## src/rtl/sram_burst_rw_fsm.sv

```systemverilog
// Button-stepped SRAM burst write/read controller with an inferred RAM (1-cycle registered read).
// Optional abort support via `define SRAM_BURST_ABORT_EN; abort_pulse is ignored when undefined.
module sram_burst_rw_fsm #(
  parameter int DATA_W = 4,
  parameter int ADDR_W = 4,
  parameter int LEN_W  = 4
) (
  input  logic              clock,
  input  logic              n_reset,
  input  logic              btn_pulse,
  input  logic              abort_pulse,
  input  logic              mode_wr,
  input  logic [DATA_W-1:0] sw,
  output logic [DATA_W-1:0] led,
  output logic              busy,
  output logic [2:0]        state_o,
  output logic [ADDR_W-1:0] addr_o
);

  typedef enum logic [2:0] {
    S_IDLE  = 3'd0,
    S_ADDR  = 3'd1,
    S_LEN   = 3'd2,
    S_WDATA = 3'd3,
    S_WRITE = 3'd4,
    S_RREQ  = 3'd5,
    S_RWAIT = 3'd6,
    S_RSHOW = 3'd7
  } state_t;

  state_t            r_state;
  logic              r_mode;
  logic [ADDR_W-1:0] r_addr;
  logic [LEN_W-1:0]  r_remaining;
  logic [DATA_W-1:0] r_wdata;
  logic [DATA_W-1:0] r_led;
  logic [DATA_W-1:0] r_rdata;
  logic [DATA_W-1:0] r_mem [0:(2**ADDR_W)-1];

  logic w_we;
  logic w_re;
  logic w_last;
  logic w_abort;

  assign w_we   = (r_state == S_WRITE);
  assign w_re   = (r_state == S_RREQ);
  assign w_last = (r_remaining == LEN_W'(1));

`ifdef SRAM_BURST_ABORT_EN
  assign w_abort = abort_pulse && (r_state != S_IDLE);
`else
  logic w_abort_unused;
  assign w_abort_unused = abort_pulse;
  assign w_abort        = 1'b0;
`endif

  // RAM contents survive reset, so the array carries no reset term.
  always_ff @(posedge clock) begin
    if (w_we) r_mem[r_addr] <= r_wdata;
    if (w_re) r_rdata <= r_mem[r_addr];
  end

  always_ff @(posedge clock or negedge n_reset) begin
    if (!n_reset) begin
      r_state     <= S_IDLE;
      r_mode      <= 1'b0;
      r_addr      <= '0;
      r_remaining <= '0;
      r_wdata     <= '0;
      r_led       <= '0;
    end else if (w_abort) begin
      // The WRITE-cycle write still commits through w_we; only RWAIT's capture needs keeping here.
      r_state <= S_IDLE;
      if (r_state == S_RWAIT) r_led <= r_rdata;
    end else begin
      case (r_state)
        S_IDLE: if (btn_pulse) begin
          r_mode  <= mode_wr;
          r_state <= S_ADDR;
        end
        S_ADDR: if (btn_pulse) begin
          r_addr  <= sw[ADDR_W-1:0];
          r_state <= S_LEN;
        end
        S_LEN: if (btn_pulse) begin
          r_remaining <= (sw[LEN_W-1:0] == '0) ? LEN_W'(1) : sw[LEN_W-1:0];
          r_state     <= r_mode ? S_WDATA : S_RREQ;
        end
        S_WDATA: if (btn_pulse) begin
          r_wdata <= sw;
          r_state <= S_WRITE;
        end
        S_WRITE: begin
          r_addr      <= r_addr + ADDR_W'(1);
          r_remaining <= r_remaining - LEN_W'(1);
          r_state     <= w_last ? S_IDLE : S_WDATA;
        end
        S_RREQ:  r_state <= S_RWAIT;
        S_RWAIT: begin
          r_led   <= r_rdata;
          r_state <= S_RSHOW;
        end
        S_RSHOW: if (btn_pulse) begin
          r_addr      <= r_addr + ADDR_W'(1);
          r_remaining <= r_remaining - LEN_W'(1);
          r_state     <= w_last ? S_IDLE : S_RREQ;
        end
        default: r_state <= S_IDLE;
      endcase
    end
  end

  assign led     = r_led;
  assign busy    = (r_state != S_IDLE);
  assign state_o = r_state;
  assign addr_o  = r_addr;

endmodule
```

## config.mk

```make
export PLATFORM = sky130hd
export DESIGN_NAME = sram_burst_rw_fsm
export DESIGN_NICKNAME = d
export VERILOG_FILES = /design/src/rtl/sram_burst_rw_fsm.sv
export SDC_FILE = /design/constraint.sdc
export NUM_CORES = 1
export LEC_CHECK = 0
export BUFFER_PORTS_ARGS = -buffer_cell sky130_fd_sc_hd__buf_2
export CELL_PAD_IN_SITES_DETAIL_PLACEMENT = 0
export CELL_PAD_IN_SITES_GLOBAL_PLACEMENT = 1
export CORE_MARGIN = 8
export CORE_UTILIZATION = 51
export DETAILED_ROUTE_END_ITERATION = 8
export PLACE_DENSITY_LB_ADDON = 0.1
export SYNTH_ARGS = -nofsm -noshare
export SYNTH_HDL_FRONTEND = slang
export SYNTH_SLANG_ARGS = --single-unit
```

## constraint.sdc

```tcl
create_clock -name clock -period 2.5 [get_ports clock]
set_input_delay 0.5 -clock clock [delete_from_list [all_inputs] [get_ports clock]]
set_output_delay 0.5 -clock clock [all_outputs]
set_load 0.005 [all_outputs]
```

==> results.yml, run 1 <==
run_status:
  status: "completed"
placement:
  gp_congestion: 0.7698
  dp.cells: 364
  port_buffers: 19
  hpwl_mm: 4.855
logic_synthesis:
  synth.distinct_cells: 42
  yosysTopAreaCell: "edfxtp_1"
  syn-num-nets: 265
  synth_common_cells: "edfxtp_1 (68), nor2_1 (22), dfrtp_1 (20), nand2_1 (19), mux4_2 (16)"
  synth-async-reset-ratio_pct: 22.73
  syn_inst: 250
  netlist_top_cells_area: "edfxtp_1 (54%), dfrtp_1 (13%), mux4_2 (9.5%)"
  syn_area_um2: 3807
  synth.most_common_cell: "edfxtp_1"
  synth_edf_count: 68
  ys_seq_area_share_pct: 66.78
  syn_area_per_cell_um2: 15.23
  synthFlopType: "edfxtp_1"
  synth_top_cell_area_share_pct: 53.63
  ys_warn_count: 0
  synth_seq_cells: 88
drt:
  vias_per_cell: 5.555
  ant_nets: 0
  drtIter0Drc: 123
  drc: 0
  first_pass_iters: 4
  wl_per_cell_um: 18.41
  wirelength_mm: 6.996
  vias: 2111
cells_and_area:
  nFillCells: 599
  multi_input_area_um2: 1141
  drive_above_1_share_pct: 24.20
  diodes: 0
  stdcell_count: 380
  syn_to_final_growth_pct: 10.06
  nNetsFinal: 291
  seq_area_um2: 2542
power:
  switching_share_pct: 35.16
  switchingPower_uw: 1661
  pwr-share-comb_pct: 32.0
  power.total_uw: 4725
  powerDensity_nw_per_um2: 1128
  seqPwrFrac_pct: 49.6
  p_clk_share_pct: 18.4
  vdd_drop_max_mv: 0.6014
  p_leak_uw: 0.001512
  p_int_uw: 3064
critical_path:
  critPathLaunchType: "register"
  arrival_ps: 2060
  crit_buf_inv: 1
  cp_max_fo: 15
  cp-end-kind: "register"
  slowest_stage: "dfrtp_1"
  cp_cell_sequence: "buf_4 -> mux4_2 -> a22oi_1 -> nand3_1"
  slowest_delay_ps: 730
  crit_type: "register to register"
  crit_required_ps: 2600
  crit_family: "flip-flops"
grt:
  grt_pass1_wl_mm: 11.34
  grt-ovfl-total: 0
  grt_max_degree: 21
  grt_pass1_vias: 2088
  grtUsageTotal_pct: 14.77
  antenna_found_initial: 0
timing:
  fin_crit_sh_pct: 78.22
  rsz0062_at_grt: "false"
  finalSetupViolCount: 0
  whs_ps: 85.85
  tightestPinTransition_ps: 599.5
  hold_viol_final: 0
  slew_headroom_pct: 60.04
  maxSlewViolCount: 0
  max_freq_mhz: 511.4
  skew_ps: 14.82
  timing.setup.tns_ps: 0
  fin_crit_ps: 1956
worst_hold_path:
  hold_class: "input pin to async pin"
floorplan:
  start_util_pct: 52.49
  coreArea_um2: 7253
  die_w_um: 102.4
  dieArea_um2: 10490
  io_pins: 21
  die_h_um: 102.4
  row_count: 31
clock_tree:
  cts-resized-gates: 0
  cts_buffer_depth: 2
  cts_root_buf: "clkbuf_8"
  numCtsBuffers: 9
  clk_latency_ps: 350
  cts_hold_buf: 0
  post_cts_buffers: 0
  cts_max_level: 3
  cts_tree: "yes"
  cts.sink_count: 88
  clkTransAtPathRegs_ps: 100
run:
  maxCapViolCount: 0
cells in the final DEF, fill, tap and decap left out, drive strengths merged, types with 2 or more instances in the layout:
master / instances
buf: 28
a22oi: 8
clkinv: 3
nor3: 7
a21oi: 3
a311oi: 2
o21ai: 7
o22ai: 2
clkbuf: 9
or2: 2
nand3: 11
inv: 12
dfrtp: 20
ha: 6
nand3b: 2
o211ai: 2
nor2: 22
mux2: 9
edfxtp: 68
mux2i: 3
clkinvlp: 2
a31oi: 2
and3: 3
nand2b: 3
nand2: 19
mux4: 16
and2: 2
routing by layer:
layer  vias to the layer above  global-route usage, %  part of all wire, %
li1                       1003                      -                    -
met1                      1053                  21.14                   48
met2                        44                  21.04                   46
met3                        11                  2.657                  4.6
met4                         0                  7.449                  1.8
met5                         -                      0                    0
path summary, 6_finish.rpt:
path	start	endpoint	slack (ps)	cells past startpoint
setup / recovery	addr_o[1]	r_rdata[0]	540	4
hold / removal	n_reset	r_mode	90	1
setup reg to reg	addr_o[1]	r_rdata[0]	540	4
hold reg to reg	r_rdata[3]	led[3]	480	1
max in group asynchronous	n_reset	r_wdata[2]	2070	1
min in group clock	mode_wr	r_mode	360	2
sequential cells by signal, summed over array words and instances, names as in the netlist:
signal / count
state_o: 3
r_wdata: 4
r_remaining: 4
r_mem: 64
r_mode: 1
r_rdata: 4
addr_o: 4
led: 4
through the flow:
stage | setup slack (ps) | area, µm² | utilization (%)
after CTS | 512.6 | 4190 | 57.77
after detailed placement | 521.6 | 4020 | 55.43
after global placement | 538.2 | 4020 | 55.43
after global routing | 450.5 | 4190 | 57.77
final | 544.4 | 4190 | 57.77
after floorplan | 704.1 | 3807 | -
kinds of logic after synthesis:
group	count (synthesis)	synth area share, %
AO/OA/AOI/OAI	28	5.061
XOR/XNOR	1	0.2301
adder cells (fa/ha/maj)	6	1.972
buffers and inverters	23	3.253
flip-flops	88	66.78
multiplexers	28	12.91
AND/OR/NAND/NOR	76	9.794
worst register-to-register path: stages (launching register included):
cell and delay (ps):
dfrtp_1 730, buf_4 300, mux4_2 320, a22oi_1 250
nand3_1 120
layout make-up:
type	instances	area share (%)
Clock buffer	9	2.956
Clock inverter	7	1.105
Inverter	10	0.8958
Multi-Input combinational cell	139	27.23
Sequential cell	88	60.67
Tap cell	99	2.956
Timing Repair Buffer	28	4.180
power by group through the flow:
stage                     registers [µW]  clock network (µW)  logic (µW)
after detailed placement            2390                   0        1540
after global routing                2410                 949        1700
after global placement              2380                   0        1530
after CTS                           2350                 891        1540
after floorplan                     2210                   0        1240
final                               2350                 869        1510
No activity file was read; power rests on OpenSTA's default activity.
==> run 2, diff against run 1 <==
==> constraint.sdc (replaced) <==
create_clock -name clock -period 1.8 [get_ports clock]
set_input_delay 0.36 -clock clock [delete_from_list [all_inputs] [get_ports clock]]
set_output_delay 0.36 -clock clock [all_outputs]
set_load 0.005 [all_outputs]
==> run 2 against run 1 <==
Compared with the run above: final area increased by 2.6%; die area did not move; first-iteration DRC count is 52% lower; routed wire length grew 4.8%; hold slack better by 140 ps.
==> results.yml, run 2 (synthesized netlist as in run 1, its figures left out) <==
placement:
  hpwl_mm: 5.064
  port_buffers: 19
  gp_congestion: 0.7398
  dpl_cell_area_um2: 4095
  place_ws_ps: 106.7
grt:
  grt-ovfl-total: 0
  antenna_found_initial: 0
  grt_pass1_vias: 2228
  grt_busiest_layer: "met2"
  use_met3_pct: 3.951
  grtUsageMet2_pct: 22.84
  grt_max_degree: 21
  grt_util_met1_pct: 21.26
  grt_pass1_wl_mm: 11.90
  grtUsageTotal_pct: 15.53
critical_path:
  slowest_delay_ps: 500
  rrSetupSlack_ps: 100
  reg2reg_depth: 4
  cp_cell_sequence: "or3_1 -> buf_2"
  cp-startpoint: "state_o[2]"
  critPathLaunchType: "register"
  crit-reg2reg-launch: "addr_o[0]"
  critPathCapture: "busy"
  cp-end-kind: "output pin"
  crit_type: "register to output pin"
  cp_max_fo: 15
  reg2reg_to: "r_rdata[0]"
  slowest_stage: "dfrtp_2"
  arrival_ps: 1370
  crit_required_ps: 1440
cells_and_area:
  final_cell_mix: "edfxtp_1 (68), nor2_1 (20), nand2_1 (19), dfrtp_1 (19), buf_2 (19)"
  syn_to_final_growth_pct: 12.88
  regMostFlops: "r_mem"
  largest_reg_flops: 64
  nFillCells: 607
  diodes: 0
  final_area_um2: 4298
  drive_above_1_share_pct: 27.74
  nNetsFinal: 302
  final_common_cell: "edfxtp_1"
worst_hold_path:
  hold_class: "input pin to register"
clock_tree:
  cts_buffer_depth: 2
  cts_tree: "yes"
  cts.sink_count: 88
  clkTransAtPathRegs_ps: 80
  numCtsBuffers: 9
  clk_latency_ps: 350
  cts_root_buf: "clkbuf_8"
  cts_max_level: 3
power:
  powerDensity_nw_per_um2: 1572
  p_leak_uw: 0.001578
  vdd_drop_max_mv: 1.073
  power.total_uw: 6755
floorplan:
  dieArea_um2: 10490
  io_pins: 21
  row_count: 31
  start_util_pct: 52.49
  die_w_um: 102.4
  coreArea_um2: 7253
  die_h_um: 102.4
timing:
  maxSlewViolCount: 0
  rsz0062_at_grt: "false"
  slew_headroom_pct: 60.44
  skew_ps: 10.80
  max_freq_mhz: 578.9
  worst_slack_ps: 72.61
  finalSetupViolCount: 0
  timing.setup.tns_ps: 0
  hold_viol_final: 0
  tightestPinTransition_ps: 593.4
  fin_crit_sh_pct: 95.97
  fin_crit_ps: 1727
run:
  maxCapViolCount: 0
drt:
  ant_nets: 0
  wl_per_cell_um: 18.76
  first_pass_iters: 4
  wirelength_mm: 7.335
  vias_per_cell: 5.425
  vias: 2121
  drc: 0
  drtIter0Drc: 59
run_status:
  status: "completed"
## run 2: how the worst min path moves through the flow
stage | cells past startpoint | startpoint | end | slack, ps
CTS | 2 | mode_wr | r_mode | 210
global route | 2 | mode_wr | r_mode | 220
floorplan | 0 | n_reset | addr_o[0] | 60
detailed placement | 1 | n_reset | r_mode | 350
finish | 2 | mode_wr | r_mode | 220
global placement | 1 | n_reset | r_mode | 350
## run 2: cell type report
class | instances | area, µm² | area share [%]
clock buffer | 13 | 158.9 | 3.697
clock inverter | 3 | 18.77 | 0.4367
tap | 99 | 123.9 | 2.882
sequential | 88 | 2544 | 59.18
multi-input combinational | 139 | 1151 | 26.78
inverter | 10 | 37.54 | 0.8734
timing repair buffer | 39 | 264.0 | 6.143
## run 2: what timing repair did
action	4_1_cts	5_1_grt
gates resized for setup	1	4
buffers inserted	1	0
endpoints found under the hold margin	20	0
hold buffers	1	0
endpoints found under the setup margin	1	10
pin swaps	0	0
## run 2: through the flow
step | util [%] | hold WS (ps) | cells
6_report | 59.25 | 222.2 | 391
5_1_grt | 59.25 | 217.3 | 391
4_1_cts | 59.07 | 210.2 | 391
3_5_place_dp | 56.46 | 348.7 | 374
3_3_place_gp | 56.46 | 351.3 | 374
2_1_floorplan | - | 64.41 | 250
## run 2: metal layers
| metal | vias to the layer above | wire (µm) |
|---|---|---|
| met5 | - | 0 |
| met2 | 26 | 3319 |
| met4 | 0 | 111 |
| li1 | 1023 | - |
| met1 | 1062 | 3649 |
| met3 | 10 | 254 |
## run 2: critical path, delay by kind of cell (launching register included)
kind | cells | cell delay (ps)
buffers and inverters | 1 | 130
DFF | 1 | 500
and+or+nand+nor | 1 | 380
## run 2: report_power, final
group	internal, µW	switching, µW
registers	2750	446
logic	1080	1220
clock network	577	679
==> run 3, diff against run 2 <==
--- a/config.mk
+++ b/config.mk
@@ -9,7 +9,7 @@
 export CELL_PAD_IN_SITES_DETAIL_PLACEMENT = 0
 export CELL_PAD_IN_SITES_GLOBAL_PLACEMENT = 1
 export CORE_MARGIN = 8
-export CORE_UTILIZATION = 51
+export CORE_UTILIZATION = 55
 export DETAILED_ROUTE_END_ITERATION = 8
 export PLACE_DENSITY_LB_ADDON = 0.1
 export SYNTH_ARGS = -nofsm -noshare
==> constraint.sdc (replaced) <==
create_clock -name clock -period 2 [get_ports clock]
set_input_delay 0.4 -clock clock [delete_from_list [all_inputs] [get_ports clock]]
set_output_delay 0.4 -clock clock [all_outputs]
set_load 0.005 [all_outputs]
==> run 3 against run 2 <==
Compared with the run above: the run now ends with negative hold slack left; hold slack got worse by 230 ps; via count fell by 0.71%; non-clock buffer count fell by 8; die area down 6.2%; utilization grew 3.2 points; clock power about the same; critical path depth is the same.
==> results.yml, run 3 (synthesized netlist as in run 1, its figures left out) <==
run_status:
  status: "finished with violations"
  violations: "negative hold slack"
clock_tree:
  cts.sink_count: 88
  cts_buffer_depth: 2
  clkTransAtPathRegs_ps: 90
  cts_root_buf: "clkbuf_8"
  cts-resized-gates: 0
  post_cts_buffers: 0
  cts_hold_buf: 0
  cts_tree: "yes"
  cts_max_level: 3
  clk_latency_ps: 340
  numCtsBuffers: 9
timing:
  maxSlewViolCount: 0
  timing.setup.tns_ps: 0
  hold_viol_final: 9
  max_freq_mhz: 553.5
  slew_headroom_pct: 61.39
  fin_crit_ps: 1807
  fin_crit_sh_pct: 90.33
  rsz0062_at_grt: "false"
  finalSetupViolCount: 0
  skew_ps: 10.75
  tightestPinTransition_ps: 579.1
  whs_ps: -3.434
placement:
  gp_congestion: 0.8169
  dpl_cell_area_um2: 4019
  hpwl_mm: 4.851
  port_buffers: 19
cells_and_area:
  drive_above_1_share_pct: 25.35
  nNetsFinal: 294
  nFillCells: 514
  final_area_um2: 4220
  final_common_cell: "edfxtp_1"
  multi_input_area_um2: 1141
  seq_area_um2: 2542
  final_cell_mix: "edfxtp_1 (68), nor2_1 (22), dfrtp_1 (20), nand2_1 (19), buf_2 (19)"
  diodes: 0
  largest_reg_flops: 64
  syn_to_final_growth_pct: 10.84
  regMostFlops: "r_mem"
critical_path:
  cp-startpoint: "state_o[2]"
  arrival_ps: 1410
  crit-reg2reg-launch: "addr_o[0]"
  crit_required_ps: 1600
  slowest_stage: "dfrtp_1"
  rrSetupSlack_ps: 290
  slowest_delay_ps: 530
  cp_max_fo: 14
  cp-end-kind: "output pin"
  critPathLaunchType: "register"
  crit_type: "register to output pin"
  crit_family: "flip-flops"
  cp_cell_sequence: "or3_1 -> buf_2"
  crit_buf_inv: 1
floorplan:
  row_count: 30
  start_util_pct: 56.35
  die_w_um: 99.20
  die_h_um: 99.20
  io_pins: 21
  coreArea_um2: 6756
  dieArea_um2: 9841
grt:
  antenna_found_initial: 0
  grt_pass1_vias: 2153
  grt-ovfl-total: 0
  grt_pass1_wl_mm: 11.37
  grtUsageTotal_pct: 15.29
  grt_max_degree: 21
run:
  maxCapViolCount: 0
power:
  p_leak_uw: 0.001549
  switchingPower_uw: 2100
  p_clk_share_pct: 20.3
  p_int_uw: 4011
  powerDensity_nw_per_um2: 1448
  seqPwrFrac_pct: 47.3
  pwr-share-comb_pct: 32.4
  switching_share_pct: 34.36
  power.total_uw: 6110
  vdd_drop_max_mv: 0.6453
drt:
  vias: 2106
  ant_nets: 0
  wl_per_cell_um: 19.17
  vias_per_cell: 5.786
  wirelength_mm: 6.979
  drc: 0
  drtIter0Drc: 131
  first_pass_iters: 4
worst_hold_path:
  hold_class: "input pin to async pin"
## run 3: changes by cell type in the layout (fill, tap and decap cells not counted), moves of 2 or more
cell,before,now
clkbuf_8,11,9
nor2_2,2,0
inv_6,0,3
nor2_1,20,22
buf_4,17,11
clkbuf_1,2,0
## run 3: power groups by stage
stage          registers (µW)  clock network, µW  logic (µW)
6_report                 2890               1240        1980
4_1_cts                  2900               1260        2010
5_1_grt                  2950               1330        2220
3_3_place_gp             2930                  0        1990
2_1_floorplan            2760                  0        1550
3_5_place_dp             2940                  0        2000
## run 3: metrics by stage
stage / instances / utilization [%] / worst slack [ps]
2_1_floorplan: 250 / - / 204.1
3_3_place_gp: 348 / 59.48 / 285.5
3_5_place_dp: 348 / 59.48 / 259.6
4_1_cts: 364 / 62.46 / 172.9
5_1_grt: 364 / 62.46 / 130.9
6_report: 364 / 62.46 / 193.4
## run 3: worst paths after layout
kind                               to  depth (start not counted)
max reg2reg                r_rdata[3]                          4
max in group asynchronous  state_o[0]                          1
max                              busy                          2
min                         addr_o[2]                          1
min in group clock             r_mode                          2
min reg2reg                    led[3]                          1
## run 3: worst register-to-register path: stages (launching register included)
cell,delay (ps)
dfrtp_1,400
buf_12,180
mux4_2,520
a22oi_1,240
nand3_1,110
## run 3: routing by layer
| layer | share of wire [%] | track usage (%) | wire (µm) | vias up |
|---|---|---|---|---|
| met5 | 0 | 0 | 0 | - |
| met3 | 4.9 | 3.492 | 339 | 7 |
| met2 | 48 | 22.68 | 3320 | 42 |
| li1 | - | - | - | 1005 |
| met1 | 46 | 21.35 | 3244 | 1052 |
| met4 | 1.1 | 5.937 | 75 | 0 |
## run 3: final cells by class
type,instances,share of cell area [%]
Inverter,10,0.8894
Clock inverter,7,1.838
Tap cell,80,2.372
Sequential cell,88,60.24
Timing Repair Buffer,31,4.684
Clock buffer,9,2.935
Multi-Input combinational cell,139,27.04
